## src/rtl/crossbar_mac_if.sv

```systemverilog
// crossbar_mac_if: command, result and status bundle between host logic and the crossbar array
interface crossbar_mac_if #(
    parameter int ROWS = 8,
    parameter int COLS = 8
);
    localparam int SUM_W = $clog2(ROWS + 1);
    logic                   cmd_valid;
    logic                   cmd_ready;
    logic [1:0]             cmd_op;
    logic [ROWS-1:0]        cmd_rows;
    logic [COLS-1:0]        cmd_cols;
    logic                   res_valid;
    logic                   res_ready;
    logic [COLS*SUM_W-1:0]  res_sum;
    logic [COLS-1:0]        res_bits;
    logic                   prog_done;
    logic                   prog_err;
    logic                   busy;
    modport master (
        output cmd_valid, cmd_op, cmd_rows, cmd_cols, res_ready,
        input  cmd_ready, res_valid, res_sum, res_bits, prog_done, prog_err, busy
    );
    modport slave (
        input  cmd_valid, cmd_op, cmd_rows, cmd_cols, res_ready,
        output cmd_ready, res_valid, res_sum, res_bits, prog_done, prog_err, busy
    );
endinterface

```

## src/rtl/crossbar_mac_array.sv

```systemverilog
// crossbar_mac_array: behavioural ReRAM crossbar with FORM/SET/RESET programming and a row-serial binary MAC
module crossbar_mac_array #(
    parameter int ROWS        = 8,
    parameter int COLS        = 8,
    parameter int PROG_CYCLES = 4,
    parameter int THRESH      = 4
) (
    input logic           clk,
    input logic           rst,
    crossbar_mac_if.slave bus
);
    localparam int SUM_W   = $clog2(ROWS + 1);
    localparam int RW      = $clog2(ROWS);
    localparam int CNT_MAX = (PROG_CYCLES > ROWS) ? PROG_CYCLES : ROWS;
    localparam int CW      = $clog2(CNT_MAX + 1);
    localparam logic [SUM_W-1:0] TH = SUM_W'(THRESH);
    localparam logic [1:0] OP_FORM = 2'd0;
    localparam logic [1:0] OP_SET  = 2'd1;
    localparam logic [1:0] OP_MAC  = 2'd3;

    typedef enum logic [1:0] {IDLE, PROG, MAC, RESP} state_t;

    state_t                       state_q;
    logic [1:0]                   op_q;
    logic [ROWS-1:0]              rows_q;
    logic [COLS-1:0]              cols_q;
    logic [CW-1:0]                cnt_q;
    logic [ROWS-1:0][COLS-1:0]    cell_q, cell_d, formed_q, formed_d;
    logic                         err_d;
    logic [COLS-1:0][SUM_W-1:0]   acc_q, acc_d, res_sum_q;
    logic [COLS-1:0]              res_bits_q, bits_d;
    logic                         prog_done_q, prog_err_q;
    logic [RW-1:0]                row;

    assign row = cnt_q[RW-1:0];

    // Array contents after committing the latched program command; SET/RESET only touch formed cells
    always_comb begin
        cell_d   = cell_q;
        formed_d = formed_q;
        err_d    = 1'b0;
        for (int r = 0; r < ROWS; r++) begin
            for (int c = 0; c < COLS; c++) begin
                if (rows_q[r] && cols_q[c]) begin
                    if (op_q == OP_FORM) begin
                        formed_d[r][c] = 1'b1;
                        cell_d[r][c]   = 1'b1;
                    end else if (!formed_q[r][c]) begin
                        err_d = 1'b1;
                    end else begin
                        cell_d[r][c] = (op_q == OP_SET);
                    end
                end
            end
        end
    end

    // Column accumulators including the current row, and their thresholded bits
    always_comb begin
        acc_d  = acc_q;
        bits_d = '0;
        for (int j = 0; j < COLS; j++) begin
            acc_d[j]  = acc_q[j] + SUM_W'(rows_q[row] & cell_q[row][j] & formed_q[row][j]);
            bits_d[j] = (acc_d[j] >= TH);
        end
    end

    // Command FSM: accept in IDLE, time the program pulse, walk rows for MAC, hold result until taken
    always_ff @(posedge clk or posedge rst) begin
        if (rst) begin
            state_q     <= IDLE;
            op_q        <= '0;
            rows_q      <= '0;
            cols_q      <= '0;
            cnt_q       <= '0;
            cell_q      <= '0;
            formed_q    <= '0;
            acc_q       <= '0;
            res_sum_q   <= '0;
            res_bits_q  <= '0;
            prog_done_q <= 1'b0;
            prog_err_q  <= 1'b0;
        end else begin
            prog_done_q <= 1'b0;
            prog_err_q  <= 1'b0;
            case (state_q)
                IDLE: if (bus.cmd_valid) begin
                    op_q    <= bus.cmd_op;
                    rows_q  <= bus.cmd_rows;
                    cols_q  <= bus.cmd_cols;
                    cnt_q   <= '0;
                    acc_q   <= '0;
                    state_q <= (bus.cmd_op == OP_MAC) ? MAC : PROG;
                end
                PROG: if (cnt_q == CW'(PROG_CYCLES - 1)) begin
                    cell_q      <= cell_d;
                    formed_q    <= formed_d;
                    prog_done_q <= 1'b1;
                    prog_err_q  <= err_d;
                    state_q     <= IDLE;
                end else begin
                    cnt_q <= cnt_q + 1'b1;
                end
                MAC: begin
                    acc_q <= acc_d;
                    cnt_q <= cnt_q + 1'b1;
                    if (cnt_q == CW'(ROWS - 1)) begin
                        res_sum_q  <= acc_d;
                        res_bits_q <= bits_d;
                        state_q    <= RESP;
                    end
                end
                RESP: if (bus.res_ready) state_q <= IDLE;
                default: state_q <= IDLE;
            endcase
        end
    end

    assign bus.cmd_ready = (state_q == IDLE);
    assign bus.busy      = (state_q != IDLE);
    assign bus.res_valid = (state_q == RESP);
    assign bus.res_sum   = res_sum_q;
    assign bus.res_bits  = res_bits_q;
    assign bus.prog_done = prog_done_q;
    assign bus.prog_err  = prog_err_q;
endmodule

```

## src/flat_wrapper.sv

```systemverilog
// flat-port wrapper written by rule: the top's interface ports become plain ports
module crossbar_mac_array_flat 
#(
    parameter int ROWS        = 8,
    parameter int COLS        = 8,
    parameter int PROG_CYCLES = 4,
    parameter int THRESH      = 4
)
  (clk, rst, bus_cmd_valid, bus_cmd_op, bus_cmd_rows, bus_cmd_cols, bus_res_ready, bus_cmd_ready, bus_res_valid, bus_res_sum, bus_res_bits, bus_prog_done, bus_prog_err, bus_busy);
  crossbar_mac_if #(.ROWS(ROWS), .COLS(COLS)) bus_i ();
  input logic clk;
  input logic rst;
  input wire logic [$bits(bus_i.cmd_valid)-1:0] bus_cmd_valid;
  input wire logic [$bits(bus_i.cmd_op)-1:0] bus_cmd_op;
  input wire logic [$bits(bus_i.cmd_rows)-1:0] bus_cmd_rows;
  input wire logic [$bits(bus_i.cmd_cols)-1:0] bus_cmd_cols;
  input wire logic [$bits(bus_i.res_ready)-1:0] bus_res_ready;
  output wire logic [$bits(bus_i.cmd_ready)-1:0] bus_cmd_ready;
  output wire logic [$bits(bus_i.res_valid)-1:0] bus_res_valid;
  output wire logic [$bits(bus_i.res_sum)-1:0] bus_res_sum;
  output wire logic [$bits(bus_i.res_bits)-1:0] bus_res_bits;
  output wire logic [$bits(bus_i.prog_done)-1:0] bus_prog_done;
  output wire logic [$bits(bus_i.prog_err)-1:0] bus_prog_err;
  output wire logic [$bits(bus_i.busy)-1:0] bus_busy;
  assign bus_i.cmd_valid = bus_cmd_valid;
  assign bus_i.cmd_op = bus_cmd_op;
  assign bus_i.cmd_rows = bus_cmd_rows;
  assign bus_i.cmd_cols = bus_cmd_cols;
  assign bus_i.res_ready = bus_res_ready;
  assign bus_cmd_ready = bus_i.cmd_ready;
  assign bus_res_valid = bus_i.res_valid;
  assign bus_res_sum = bus_i.res_sum;
  assign bus_res_bits = bus_i.res_bits;
  assign bus_prog_done = bus_i.prog_done;
  assign bus_prog_err = bus_i.prog_err;
  assign bus_busy = bus_i.busy;
  crossbar_mac_array #(.ROWS(ROWS), .COLS(COLS), .PROG_CYCLES(PROG_CYCLES), .THRESH(THRESH)) u_core (.clk(clk), .rst(rst), .bus(bus_i));
endmodule
```

## config.mk

```make
export PLATFORM = sky130hd
export DESIGN_NAME = crossbar_mac_array_flat
export DESIGN_NICKNAME = d
export VERILOG_FILES = /design/src/rtl/crossbar_mac_if.sv /design/src/rtl/crossbar_mac_array.sv /design/src/flat_wrapper.sv
export SDC_FILE = /design/constraint.sdc
export NUM_CORES = 1
export LEC_CHECK = 0
export CORE_MARGIN = 4
export CORE_UTILIZATION = 30
export CTS_CLUSTER_SIZE = 14
export DETAILED_ROUTE_END_ITERATION = 8
export PLACE_DENSITY = 0.45
export SLEW_MARGIN = 10
export SYNTH_ARGS = -nofsm -noshare
export SYNTH_HDL_FRONTEND = slang
export SYNTH_SLANG_ARGS = --single-unit
```

## constraint.sdc

```tcl
create_clock -name clk -period 12.2 [get_ports clk]
set_input_delay 2.44 -clock clk [delete_from_list [all_inputs] [get_ports clk]]
set_output_delay 2.44 -clock clk [all_outputs]
set_load 0.01 [all_outputs]
```

==> Yosys cells after proc, flatten, opt, wreduce, memory -nomap -nowiden <==
Cells that the tools add are included.
{ "totals": {"output_inout_bits": 45, "input_bits": 22, "elab_cells": 805, "register_bits": 226} }
{ "classes": {"order_cmp": 9, "bitwise_logic": 16, "muxes": 341, "eq_ne": 12, "addsub": 9, "reduce_logical": 266} }
{ "ops": {"columns": ["op", "count"], "rows": [
  ["AND reduction 4 bit", 129],
  ["2-to-1 mux 1 bit", 325],
  ["nonzero test 2 bit", 66],
  ["logical AND 1 bit", 64],
  ["case mux 32 bit (2 select lines)", 1],
  ["binary-select mux 8 bit (select 3 bit)", 2],
  ["adder 4 bit", 8],
  ["AND 4 x 1 -> 4 bit", 8],
  ["greater-or-equal comparator 4 x 3 -> 1 bit (second input constant)", 8],
  ["2-to-1 mux 32 bit", 1],
  ["2-to-1 mux 8 bit", 2],
  ["case mux 4 bit (3 select lines)", 1],
  ["2-to-1 mux 2 bit", 5],
  ["AND 1 bit", 8],
  ["2-to-1 mux 4 bit", 2],
  ["case mux 2 bit (4 select lines)", 1],
  ["equality test 2 bit (second input constant)", 3],
  ["inequality test 2 bit (second input constant)", 3],
  ["AND reduction 2 bit", 3],
  ["adder 4 x 1 -> 4 bit (second input constant)", 1],
  ["equality test 2 x 1 -> 1 bit (second input constant)", 2],
  ["equality test 4 x 2 -> 1 bit (second input constant)", 1],
  ["equality test 4 x 3 -> 1 bit (second input constant)", 1],
  ["zero test 2 bit", 2],
  ["5 further kinds", 6]
]} }

==> Longest topological paths before layout <==
{ "logic_depth": {"depth_word": 194, "depth_mapped": 13, "ltp_nobuf": 11} }

==> Worst setup path after synthesis <==
Ideal clock, no wire load.
{ "synth_timing": {"kind": "input to register", "start": "in bus_cmd_valid", "end": "reg u_core.acc_q[14] in the netlist's numbering", "setup_slack_ns": 8.764, "arrival_ns": 3.353, "path_stages": 5, "t_required_ns": 12.117, "setup_time_ns": 0.083, "n_path_buf": 1, "cell_sequence": "nand2_2 -> a21boi_1 -> clkbuf_1 -> o21ai_0 -> o21ai_0"} }
{ "synth_via": {"elab_chain_cells": 2} }
{ "synth_lines": {"columns": ["element", "line", "text"], "rows": [
  ["start, declared", "flat_wrapper.sv:13", "input wire logic [$bits(bus_i.cmd_valid)-1:0] bus_cmd_valid;"],
  ["inequality test 2 bit (no line)", null, null],
  ["AND reduction 2 bit (no line)", null, null],
  ["end signal, assigned", "crossbar_mac_array.sv:78", "acc_q <= '0;"],
  ["end signal, assigned", "crossbar_mac_array.sv:92", "acc_q <= '0;"],
  ["end signal, assigned", "crossbar_mac_array.sv:105", "acc_q <= acc_d;"],
  ["end, declared", "crossbar_mac_array.sv:30", "logic [COLS-1:0][SUM_W-1:0] acc_q, acc_d, res_sum_q;"]
]} }
Every way passes these cells.
A chain may end at the register's enable or synchronous reset.

==> Worst setup path in the final report <==
{ "layout_timing": {"start": "reg u_core.state_q[0]", "end": "out bus_busy"} }
{ "layout_via": {"elab_chain_cells": 1} }
{ "layout_lines": {"columns": ["element", "line", "text"], "rows": [
  ["start, declared", "crossbar_mac_array.sv:23", "state_t state_q;"],
  ["start signal, assigned", "crossbar_mac_array.sv:93", "state_q <= (bus.cmd_op == OP_MAC) ? MAC : PROG;"],
  ["nonzero test 2 bit", "crossbar_mac_array.sv:120", "assign bus.busy = (state_q != IDLE);"],
  ["end, declared", "flat_wrapper.sv:24", "output wire logic [$bits(bus_i.busy)-1:0] bus_busy;"]
]} }
Every way passes these cells.

==> run summary <==
The first global-routing pass estimated 52.3 mm of wire. The kind of path behind the tightest hold check is reg -> reg. The floorplan die area is 39,600 sq um.

The initial antenna violation count is 0. The maximum buffer depth of the clock tree is 3. In the final routed layout, each cell accounts on average for 19.8 um. For this design the ratio of total power to cell area is 213 nW/um^2. The routed wire length is 32.7 mm. TritonCTS built the clock tree. In the post-synthesis netlist, the biggest area contributors are dfrtp_1 (52%), o21ai_0 (6.9%), nand2_1 (6.2%), a21o_1 (4.0%), o31ai_1 (3.3%). The H-tree depth came out at 1. The worst register-to-register path ends at u_core.formed_q[61].

The flow ran to the end, and the final reports show no timing, DRC or antenna violations. The global router's overall resource usage came out at 16.6%. The worst reg-to-reg path cell count is 8.

The post-detailed-placement cell area is 12,000 sq um. The number of inserted filler cells in the final layout is 3,694. The synthesized instance count came out at 1,135. The quantity of I/O buffers inserted on ports is 66. Once the clock tree was built, the resizer swapped 0 gates to a different size. The count of unresolved DRC violations after routing came out at 0. Across all register-to-register paths, the minimum setup slack is 8940 ps. Entering global routing, the biggest net connects 118 pins.

The utilization after layout came out at 36.0%. The clock latency reported for the late side of the worst-skew pair is 550 ps. After floorplanning, the core was divided into 69 placement rows. The mean area per synthesized cell came out at 9.64 sq um. The area growth from synthesis to layout is 17.5%. The net count of the finished layout is 1,214. The count of different cell masters after synthesis is 55.

The worst-case hold path end point is u_core.bus.res_sum[25]. The most used flip-flop cell after synthesis is dfrtp_1. Clock tree synthesis selected as its root buffer the cell clkbuf_16. The worst setup path is launched from a flop. For this design the top-level I/O count stands at 67. STA classifies the critical path endpoint as an output port. The total non-filler cell area in the finished layout is 12,900 sq um. The number of max-slew violations in the final report came out at 0. Along the worst path, the maximum fanout reaches 7.

Dividing the final minimum period by the clock period gives 36.3%. The static leakage came out at 6.03 nW. The worst hold path depth is 2. The final-report hold violation count came to 0. In this run the remaining antenna-violating nets after routing total 0. The final sum of negative setup slack is 0 ps. The half-perimeter wire length after placement came out at 21.3 mm. The register clock-pin slew on the reported worst setup and hold paths is 60 ps. The die boundary width is 199 um.

Counting the buffers created by CTS gives 26. The timing-limited maximum frequency came out at 226 MHz. The proportion of register bits with asynchronous set or reset after synthesis came out at 100%.

The number of buffers inserted for hold repair after clock tree synthesis is 0. The initial core utilization came out at 30.6%. The number of violations of the max-capacitance limit is 0. The worst supply voltage drop on vdd is 0.128 mV. The endpoint arrival time on the critical path came out at 1980 ps.

The via count of the first global-routing pass is 8,659. The total power draw came out at 2.74 mW. The number of DRC markers after the initial detailed-route iteration came out at 617. The pre-antenna-repair detailed-routing pass consisted of 6 iterations. Counting flops with a built-in enable in the synthesized netlist gives 0. 0 antenna diodes ended up in the layout.

The worst reg2reg path startpoint is u_core.cnt_q[0]. Of the cells placed in the final design, the portion with a size suffix greater than 1 is 8.85%. The area of the placeable core is 35,700 sq um. Setup violations remaining at the end of the flow were counted as 0. The area share of the leading cell type in the synthesized netlist is 51.7%. The biggest area contributor in the post-synthesis netlist is dfrtp_1.

The critical path in this run is classified as reg -> out. The die height came out at 199 um. The mapped netlist covers 10,900 sq um. The startpoint identified for the worst hold timing path is u_core.bus.res_sum[25].

The final estimated routing congestion in global placement came out at 0.786. The buffers inserted during post-CTS setup optimization came out at 0. The worst relative slew slack is 24.7%. Summing the sequential cell areas from Yosys gives 51.7% of the chip area.

The final route contains 8,639 vias. Setup repair after global routing left no endpoint under its margin. The transition at the pin with the smallest max-transition slack is 1130 ps. The number of nets in the synthesized netlist came out at 1,178. After detailed routing, the number of vias per cell comes to 5.24.

For this run the aggregate overflow at the end of global routing stands at 0. The number of synthesis warnings came out at 0. The worst clock skew came out at 16.7 ps. The required arrival time at the worst endpoint is 9760 ps. The clock period could shrink to 4420 ps. The sink count of the clock tree came out at 226. The synthesized design contains 226 register bits.
## final cells by class
class                           instances  area, sq um  share of cell area, %
Clock buffer                           36          758                   5.90
Inverter                               20         82.6                  0.642
Clock inverter                          8          101                  0.788
Sequential cell                       226         5660                   44.0
Tap cell                              461          577                   4.49
Timing Repair Buffer                   84          796                   6.19
Multi-Input combinational cell        813         4890                   38.0
## routing by layer
layer	track usage [%]	wire length, um	share of wire [%]
met1	24.6	16100	49
met2	26.0	14600	45
met3	1.96	1240	3.8
met4	4.00	778	2.4
met5	0	0	0
## worst max-delay path, stage by stage, from the launching register on
cell and delay, ps:
dfrtp_1 380, inv_1 80, ha_1 290, inv_1 140, clkdlybuf4s50_1 550
## worst max path at each step
stage                            startpoint           endpoint  depth (start not counted)  slack, ps
after floorplan                         rst    u_core.acc_q[0]                          1       3570
after global placement                  rst  u_core.cell_q[39]                          3       7550
after detailed placement                rst  u_core.cell_q[45]                          3       7580
after CTS                 u_core.state_q[0]           bus_busy                          4       7750
after global routing      u_core.state_q[1]           bus_busy                          4       7690
final                     u_core.state_q[0]           bus_busy                          4       7780
## registers in the layout (all words and copies together) (netlist names)
signal	cells
u_core.rows_q	8
u_core.cell_q	64
u_core.formed_q	64
u_core.bus.prog_done	1
u_core.acc_q	32
u_core.bus.prog_err	1
u_core.cnt_q	4
u_core.bus.res_bits	8
u_core.bus.res_sum	32
u_core.cols_q	8
u_core.op_q	2
u_core.state_q	2
## logic make-up after synthesis
group | count (synthesis) | synth area share, %
buffers and inverters | 96 | 3.79
XOR/XNOR | 19 | 1.52
AND/OR/NAND/NOR | 373 | 15.6
adder cells (fa/ha/maj) | 21 | 2.40
AO/OA/AOI/OAI | 378 | 22.6
multiplexers | 22 | 2.45
flip-flops | 226 | 51.7
## per-stage QoR
step           worst slack, ps  hold slack [ps]  std cells
4_1_cts                   7750              478       1648
3_5_place_dp              7580              463       1604
3_3_place_gp              7550              461       1604
2_1_floorplan             3570              441       1135
5_1_grt                   7690              496       1648
6_report                  7780              471       1648
## power breakdown
| part | leakage [nW] | internal, mW | switching [mW] | total (mW) |
|---|---|---|---|---|
| Combinational | 2.50 | 0.307 | 0.543 | 0.850 |
| Clock | 0.429 | 0.473 | 0.322 | 0.794 |
| Sequential | 3.10 | 0.895 | 0.205 | 1.10 |
## layout by cell type, fill, tap and decap left out, types with 5 or more instances in the layout
master / instances
inv_1: 17
mux2_2: 18
o2111ai_1: 5
and3_1: 6
nor2b_1: 14
nand4_1: 10
a22o_1: 18
nand2_2: 5
a32o_1: 8
nand2_1: 182
nor2_1: 55
buf_4: 18
dfrtp_1: 225
ha_1: 21
o22ai_1: 22
a21oi_1: 19
o21ai_0: 151
clkbuf_8: 7
o31ai_1: 48
clkbuf_16: 26
nand3_1: 50
nand2b_1: 31
a21o_1: 59
clkinv_2: 5
a31o_2: 7
xor2_1: 15
o211ai_1: 17
nor3_1: 5
clkdlybuf4s50_1: 66
## cells in the mapped netlist, drive strengths merged (6+ instances only)
cell    instances
dfrtp         226
clkbuf         50
a32o            8
nor2b          15
xor2           15
nand2         187
buf            26
inv            19
and3            6
a31o            7
o22ai          22
nand2b         31
a21oi          19
o31ai          48
a22o           18
nor3            9
nor2           57
a21o           59
o21ai         153
nand4          10
mux2           18
ha             21
nand3          51
o211ai         17
No activity file was read; power rests on OpenSTA's default activity.
